--- config.mk ---
export PLATFORM = sky130hd
export DESIGN_NAME = step_dir_decoder
export DESIGN_NICKNAME = d
export VERILOG_FILES = /design/src/rtl/step_pkg.sv /design/src/rtl/sync_edge.sv /design/src/rtl/step_dir_decoder.sv
export SDC_FILE = /design/constraint.sdc
export NUM_CORES = 1
export LEC_CHECK = 0
export BUFFER_PORTS_ARGS = -buffer_cell sky130_fd_sc_hd__clkbuf_2
export CAP_MARGIN = 30
export CORE_UTILIZATION = 55
export DETAILED_ROUTE_END_ITERATION = 10
export PLACE_DENSITY = 0.78
export SLEW_MARGIN = 0
export SYNTH_ARGS = -nofsm -noshare
export SYNTH_HDL_FRONTEND = slang
export SYNTH_SLANG_ARGS = --single-unit
--- constraint.sdc ---
create_clock -name clk -period 6.36 [get_ports clk]
set_input_delay 0.636 -clock clk [delete_from_list [all_inputs] [get_ports clk]]
set_output_delay 0.636 -clock clk [all_outputs]
set_load 0.005 [all_outputs]
--- src/rtl/step_pkg.sv ---
// Shared step/dir interface constants, so step generators and decoders agree on
// direction encoding and default pulse timing.
package step_pkg;

    localparam logic DIR_TO_MIN    = 1'b1;
    localparam int   DEF_POS_W     = 32;
    localparam int   DEF_MIN_HIGH  = 4;
    localparam int   DEF_MIN_LOW   = 4;
    localparam int   DEF_DIR_SETUP = 2;
    localparam int   DEF_CNT_W     = 8;

endpackage

--- src/rtl/sync_edge.sv ---
// Two-flop synchronizer for an asynchronous level, plus one-cycle rise/fall
// pulses derived from the synchronized value.
module sync_edge (
    input  logic clk,
    input  logic reset,
    input  logic d,
    output logic q,
    output logic rise,
    output logic fall
);

    logic s1;
    logic s2;
    logic s3;

    always_ff @(posedge clk) begin
        if (reset) begin
            s1 <= 1'b0;
            s2 <= 1'b0;
            s3 <= 1'b0;
        end else begin
            s1 <= d;
            s2 <= s1;
            s3 <= s2;
        end
    end

    assign q    = s2;
    assign rise = s2 & ~s3;
    assign fall = ~s2 & s3;

endmodule

--- src/rtl/step_dir_decoder.sv ---
// Step/dir receiver for one axis: tracks signed position, latches homed on
// endstop contact and raises sticky flags for pulse-width, dir-setup and overflow violations.
module step_dir_decoder
    import step_pkg::*;
#(
    parameter int POS_W     = DEF_POS_W,
    parameter int MIN_HIGH  = DEF_MIN_HIGH,
    parameter int MIN_LOW   = DEF_MIN_LOW,
    parameter int DIR_SETUP = DEF_DIR_SETUP,
    parameter int CNT_W     = DEF_CNT_W
) (
    input  logic                    clk,
    input  logic                    reset,
    input  logic                    step_in,
    input  logic                    dir_in,
    input  logic                    endstop_min,
    input  logic                    pos_load,
    input  logic signed [POS_W-1:0] pos_load_value,
    input  logic                    clear_err,
    output logic signed [POS_W-1:0] position,
    output logic                    step_strobe,
    output logic                    homed,
    output logic                    err_short_pulse,
    output logic                    err_dir_setup,
    output logic                    err_overflow
);

    localparam logic signed [POS_W-1:0] POS_MAX = {1'b0, {(POS_W-1){1'b1}}};
    localparam logic signed [POS_W-1:0] POS_MIN = {1'b1, {(POS_W-1){1'b0}}};

    logic step_s, step_rise, step_fall;
    logic dir_s, dir_rise, dir_fall;
    logic end_s, end_rise, unused_end_fall;

    sync_edge u_step_sync (.clk(clk), .reset(reset), .d(step_in),
                           .q(step_s), .rise(step_rise), .fall(step_fall));
    sync_edge u_dir_sync  (.clk(clk), .reset(reset), .d(dir_in),
                           .q(dir_s), .rise(dir_rise), .fall(dir_fall));
    sync_edge u_end_sync  (.clk(clk), .reset(reset), .d(endstop_min),
                           .q(end_s), .rise(end_rise), .fall(unused_end_fall));

    logic [CNT_W-1:0] high_cnt, low_cnt, dir_cnt, dir_age;
    logic [1:0]       fill;
    logic             warm, armed, seen_fall;
    logic             step_edge, step_live, blocked, at_limit;
    logic             short_hi, short_lo, dir_viol, ovf_viol;

    function automatic logic [CNT_W-1:0] sat_inc(input logic [CNT_W-1:0] v);
        return (&v) ? v : v + CNT_W'(1);
    endfunction

    // Steps count only once a genuine low level has been seen since reset, so a
    // line already high at reset release is not mistaken for a fresh edge.
    assign warm      = (fill == 2'd2);
    assign step_edge = step_rise & armed;
    assign step_live = step_edge & ~pos_load & ~end_rise;
    assign dir_age   = (dir_rise | dir_fall) ? '0 : dir_cnt;
    assign blocked   = (dir_s == DIR_TO_MIN) & end_s;
    assign at_limit  = (dir_s == DIR_TO_MIN) ? (position == POS_MIN) : (position == POS_MAX);

    assign short_hi  = step_fall & armed & (high_cnt < CNT_W'(MIN_HIGH));
    assign short_lo  = step_edge & seen_fall & (low_cnt < CNT_W'(MIN_LOW));
    assign dir_viol  = step_live & ~blocked & (dir_age < CNT_W'(DIR_SETUP));
    assign ovf_viol  = step_live & ~blocked & at_limit;

    always_ff @(posedge clk) begin
        if (reset) begin
            position        <= '0;
            step_strobe     <= 1'b0;
            homed           <= 1'b0;
            err_short_pulse <= 1'b0;
            err_dir_setup   <= 1'b0;
            err_overflow    <= 1'b0;
            high_cnt        <= '0;
            low_cnt         <= '0;
            dir_cnt         <= '0;
            fill            <= '0;
            armed           <= 1'b0;
            seen_fall       <= 1'b0;
        end else begin
            step_strobe <= 1'b0;
            high_cnt    <= step_s ? sat_inc(high_cnt) : '0;
            low_cnt     <= step_s ? '0 : sat_inc(low_cnt);
            dir_cnt     <= sat_inc(dir_age);
            fill        <= warm ? fill : fill + 2'd1;
            armed       <= armed | step_fall | (warm & ~step_s);
            seen_fall   <= seen_fall | step_fall;

            if (pos_load) begin
                position <= pos_load_value;
            end else if (end_rise) begin
                position <= '0;
            end else if (step_live) begin
                if (blocked) begin
                    position <= '0;
                end else if (!at_limit) begin
                    position    <= (dir_s == DIR_TO_MIN) ? position - POS_W'(1)
                                                         : position + POS_W'(1);
                    step_strobe <= 1'b1;
                end
            end

            if (end_rise) begin
                homed <= 1'b1;
            end

            // A violation in the same cycle as clear_err must survive the clear.
            err_short_pulse <= (err_short_pulse & ~clear_err) | short_hi | short_lo;
            err_dir_setup   <= (err_dir_setup & ~clear_err) | dir_viol;
            err_overflow    <= (err_overflow & ~clear_err) | ovf_viol;
        end
    end

endmodule
## After elaboration in Yosys (flattened, before gate mapping)

Cells that the tools add are included.
Widths: inputs -> output; s select.

| storage, ports and cells | value |
|---|---|
| register bits | 74 |
| bits of input ports | 39 |
| output and inout bits | 37 |

| cells by class | value |
|---|---|
| $add $sub $neg | 6 |
| equality and inequality tests | 4 |
| reductions and logical operators | 8 |
| $lt $le $gt $ge | 3 |
| multiplexer cells | 10 |
| bitwise gates (word level) | 38 |

Operators with widths:

| cell | count |
|---|---|
| $mux 32 | 6 |
| $eq 32x32->1 const B | 2 |
| $add 32x2->32 const B | 1 |
| $sub 32x2->32 const B | 1 |
| $add 8x1->8 const B | 3 |
| $reduce_and 8->1 | 3 |
| $and 1x1->1 | 20 |
| $lt 8x3->1 const B | 2 |
| $mux 8 | 2 |
| $not 1->1 | 10 |
| $lt 8x2->1 const B | 1 |
| $or 1x1->1 | 8 |
| $reduce_or 5->1 | 1 |
| $ne 4x4->1 const B | 1 |
| $reduce_or 2->1 | 2 |
| $reduce_bool 3->1 | 1 |
| $add 2x1->2 const B | 1 |
| $eq 2x2->1 const B | 1 |
| $mux 1 | 2 |
| $reduce_and 2->1 | 1 |

## Depth between registers and ports, before layout

| logic depth | value |
|---|---|
| depth in word-level cells | 8 |
| mapped depth | 12 |
| gate-level depth less buffers | 10 |

## By module

From an unflattened synthesis, not the netlist that was laid out.

| unflattened totals | value |
|---|---|
| cell total of the unflattened synthesis | 597 |
| area, all modules | 4849.7 µm² |

By module, submodules not included:

| module | times used | cells an instance | area an instance (µm²) |
|---|---|---|---|
| step_dir_decoder | 1 | 573 | 4575.6 |
| sync_edge | 3 | 8 | 91.3 |

## Worst setup path before layout

No wires, ideal clock.

| path | value |
|---|---|
| kind | register to register |
| start | reg u_dir_sync.s2, in the netlist u_dir_sync.q |
| end | reg position[24] |
| arrival time | 3.110 ns |
| period minus slack after synthesis | 3.213 ns |
| slack | 3.147 ns |
| path buffers | 1 |
| cell stages (with the launch flop) | 12 |
| path through | dfxtp_1 -> clkbuf_1 -> inv_1 -> fa_1 -> or2b_1 -> a21o_1 -> a211oi_1 -> nand2b_1 -> a31oi_1 -> nor3_1 -> a311oi_1 -> a2111oi_2 |

| between the ends | value |
|---|---|
| longest elaborated chain between the ends | 6 |
| elaborated cells on any way between the ends | 10 |

RTL lines:

| item | RTL line | source |
|---|---|---|
| from (decl) | sync_edge.sv:13 | `logic s2;` |
| from (signal assigned) | sync_edge.sv:19 | `s2 <= 1'b0;` |
| from (signal assigned) | sync_edge.sv:23 | `s2 <= s1;` |
| $mux 32 | step_dir_decoder.sv:97 | `position <= (dir_s == DIR_TO_MIN) ? position - POS_W'(1)` |
| $mux 32 | step_dir_decoder.sv:96 | `end else if (!at_limit) begin` |
| $mux 32 | step_dir_decoder.sv:94 | `if (blocked) begin` |
| $mux 32 | step_dir_decoder.sv:93 | `end else if (step_live) begin` |
| $mux 32 | step_dir_decoder.sv:91 | `end else if (end_rise) begin` |
| $mux 32 | step_dir_decoder.sv:89 | `if (pos_load) begin` |
| to (signal assigned) | step_dir_decoder.sv:90 | `position <= pos_load_value;` |
| to (signal assigned) | step_dir_decoder.sv:97 |  |
| to (decl) | step_dir_decoder.sv:20 | `output logic signed [POS_W-1:0] position,` |

Parallel ways exist; a longest one is shown, timed or not. The select of a mux whose other input is x is not followed.
A chain may end at the register's enable or synchronous reset.

## Worst setup path in the final report

| path | value |
|---|---|
| start | reg u_dir_sync.s2, in the netlist u_dir_sync.q |
| end | reg position[19] |

Same word-level chain as after synthesis.

==> summary.txt <==
Power
  – Peak supply drop: 152.3 µV
  – Leakage power: 2.409 nW
  – Total power draw: 0.001182 W
  – Pwr dens: ~220 nW/µm²

STA
  – Slew headroom: 46.72%
  – Pins Over Slew Limit: 0
  – Setup Skew: about 11 ps
  – Setup violations, final: 0
  – RSZ-0062 raised after global routing: no
  – Achievable Freq: about 260 MHz
  – Final-report hold violation count: 0
  – Fin crit period: roughly 3800 ps
  – Setup_tns: 0 ps
  – Measured slew at the worst slew-check pin: between 700 and 800 ps
  – Crit share post-route: 60.25%

Drt
  – Vias per inst: between 6 and 7
  – Remaining DRCs: 0
  – Drt initial violations: 346
  – Total vias in the final route: 4,751
  – Routed wire length: approximately 12,000 µm
  – Final ANT Viol Nets: 0
  – DRT Pass-1 Iters: 5
  – DR WL/cell: approximately 16 µm

Logic synthesis
  – EDFF count, synth: 0
  – FF+latch count, synth: 74
  – Netlist cell types: 61
  – Predominant post-synthesis flop cell: dfxtp_1
  – Post-Syn Area: roughly 4800 µm²
  – Share of synthesized registers carrying an async set or reset: 0%
  – Synth Instances: 610
  – Yosys warns: 0
  – Post-Synthesis Net Count: a little under 700
  – Seq/Total Area, Yosys: a little under a third
  – Syn_area_per_cell: 7.919 µm²

Setup path
  – Reg2reg path depth: 10
  – RR Startpoint: u_dir_sync.q
  – CP required: about 6600 ps
  – CP Launch Type: flop
  – End of the worst register-to-register path: position[19]
  – Critical Path Start: u_dir_sync.q
  – Slowest CP cell: dfxtp_1
  – WP buf/inv: 1
  – Cells along the critical path: buf_4 > ha_1 > nand2_2 > or4_1 > nor2_1 > and3_1 > o21a_2 > nor2_1 > a222oi_1 > nor2_1
  – Reg2reg setup slack: about 2500 ps
  – Arrival @ worst endpoint: 4050 ps
  – Top delay family on crit path: simple AND/OR/NAND/NOR gates
  – Biggest cell delay along the critical path: between 800 and 900 ps
  – Most frequent CP cell: nor2_1
  – Critical path peak fanout: 32
  – Crit. End Element: flop
  – Crit Path Class: flop to flop

Clock network
  – Worst skew pair latency: 340 ps
  – Clock slew at reported path FFs: ~80 ps
  – Clk sinks: 74
  – Post-cts sizing count: 0
  – CTS Buffer Depth: 2
  – Root buf cell: clkbuf_8
  – CTS tree: built
  – CTS Hold Bufs: 0
  – Post-CTS Setup Inserts: 0
  – Max H-tree Level: 3
  – Num CTS Buffers: 9

Final layout
  – Area Growth Syn to Fin: 12.72%
  – Final antenna diode count: 0
  – Layout cells sized above 1: approximately 16%
  – Final Net Count: between 700 and 800
  – Final cell count without fillers: 779

Global route
  – Initial antenna violation count: 0
  – First-pass GRT wire length: about 20,000 µm
  – Largest net degree at the start of global routing: 39
  – Vias in the first global route: approximately 4,300
  – Global Route Usage Sum: 27.44%
  – GRT overflow: 0

Place
  – Gpl congestion: between 0.9 and 1
  – PortBufs: between 70 and 80
  – # placed instances: around 760
  – Hpwl dp: approximately 9200 µm

Hold path
  – Hold Crit Endpoint: u_step_sync.q
  – Min-Delay Path Class: flop to flop
  – Hold_sp: u_step_sync.s1
  – WHS Path Cells: 1

Run
  – Max-Cap Viols: 0

Die
  – Die area: between 9000 and 10,000 µm²
  – Die Span X: roughly 96 µm
  – Die Y: between 90 and 100 µm
  – Core ar.: 8341 µm²
  – I/O pin total: between 70 and 80
  – Starting Density: 57.92%
  – Row cnt: 33

Outcome
  – Status: completed
[layout make-up]
class,count,area [µm²]
Fill cell,759,2895
Clock buffer,10,137.6
Sequential cell,74,1481
Tap cell,105,131.4
Multi-Input combinational cell,493,3179
Clock inverter,5,61.31
Timing Repair Buffer,79,405.4
Inverter,13,48.80
[logic make-up (layout without fill, tap and decap cells)]
family,Yosys count,count (layout),synth area share (%)
AO/OA/AOI/OAI,176,176,24.68
XOR/XNOR,40,40,7.252
adder cells (fa/ha/maj),35,35,9.220
buffers and inverters,43,107,3.600
flip-flops,74,74,30.67
multiplexers,2,2,0.4144
AND/OR/NAND/NOR,240,240,24.16
[per-layer routing]
| metal | GRT usage [%] | up-vias | share of wire (%) |
|---|---|---|---|
| li1 | - | 2372 | - |
| met2 | 48.57 | 158 | 48 |
| met3 | 4.186 | 15 | 5.6 |
| met5 | 0 | - | 0 |
| met1 | 34.29 | 2206 | 44 |
| met4 | 8.085 | 0 | 1.6 |
[worst max path at each step]
stage / to / cells after the start
after floorplan: position[24] / 11
after global placement: position[19] / 10
after detailed placement: position[17] / 10
after CTS: position[17] / 10
after global routing: position[17] / 10
final: position[19] / 10
[placed cells by master (no fill, tap or decap), types with 5 or more instances in the layout]
cell and n:
a221oi_1 25, o21bai_1 5, clkbuf_2 75, xor2_1 16, a21o_1 15, and3_1 13, ha_1 34, o21ai_0 29
clkbuf_8 10, a21oi_1 50, nand2_1 45, nor3_1 33, a211oi_1 9, xnor2_1 24, inv_1 13, dfxtp_1 74
nand3_1 16, nand4_1 7, nor2_1 81, nor2b_1 11, a31oi_1 12
[synth_stat cells, types with 5 or more instances]
| cell | instances | area, µm² |
|---|---|---|
| nor2_1 | 81 | 304.0 |
| xnor2_1 | 24 | 210.2 |
| a221oi_1 | 25 | 219.0 |
| a21oi_1 | 51 | 255.2 |
| o21ai_0 | 29 | 145.1 |
| nor3_1 | 33 | 165.2 |
| a211oi_1 | 9 | 67.56 |
| and3_1 | 13 | 81.33 |
| ha_1 | 34 | 425.4 |
| nor2b_1 | 11 | 68.82 |
| inv_1 | 13 | 48.80 |
| clkbuf_1 | 24 | 90.09 |
| nand2_1 | 45 | 168.9 |
| nand4_1 | 7 | 43.79 |
| nand3_1 | 16 | 80.08 |
| a21o_1 | 15 | 112.6 |
| dfxtp_1 | 74 | 1481 |
| xor2_1 | 16 | 140.1 |
| a31oi_1 | 12 | 75.07 |
| o21bai_1 | 5 | 37.54 |
[state kept, by name (all words and copies together), names as in the netlist, 2 cells and up]
signal    count
position     32
dir_cnt       8
high_cnt      8
low_cnt       8
fill          2
[power breakdown]
group	switching [W]	internal, W
Clock	0.000185	0.000193
Combinational	0.000160	0.000118
Sequential	0.0000290	0.000497
Total	0.000375	0.000808
[stage by stage]
stage,util [%],hold slack (ps),worst slack (ps),area [µm²]
global placement,62.90,420.8,2723,5246
CTS,65.29,448.2,2557,5445
finish,65.29,446.0,2528,5445
global route,65.29,459.2,2205,5445
detailed placement,62.90,430.2,2573,5246
floorplan,-,413.8,3147,4831
Note: power is estimated with default switching activity, not from simulation.
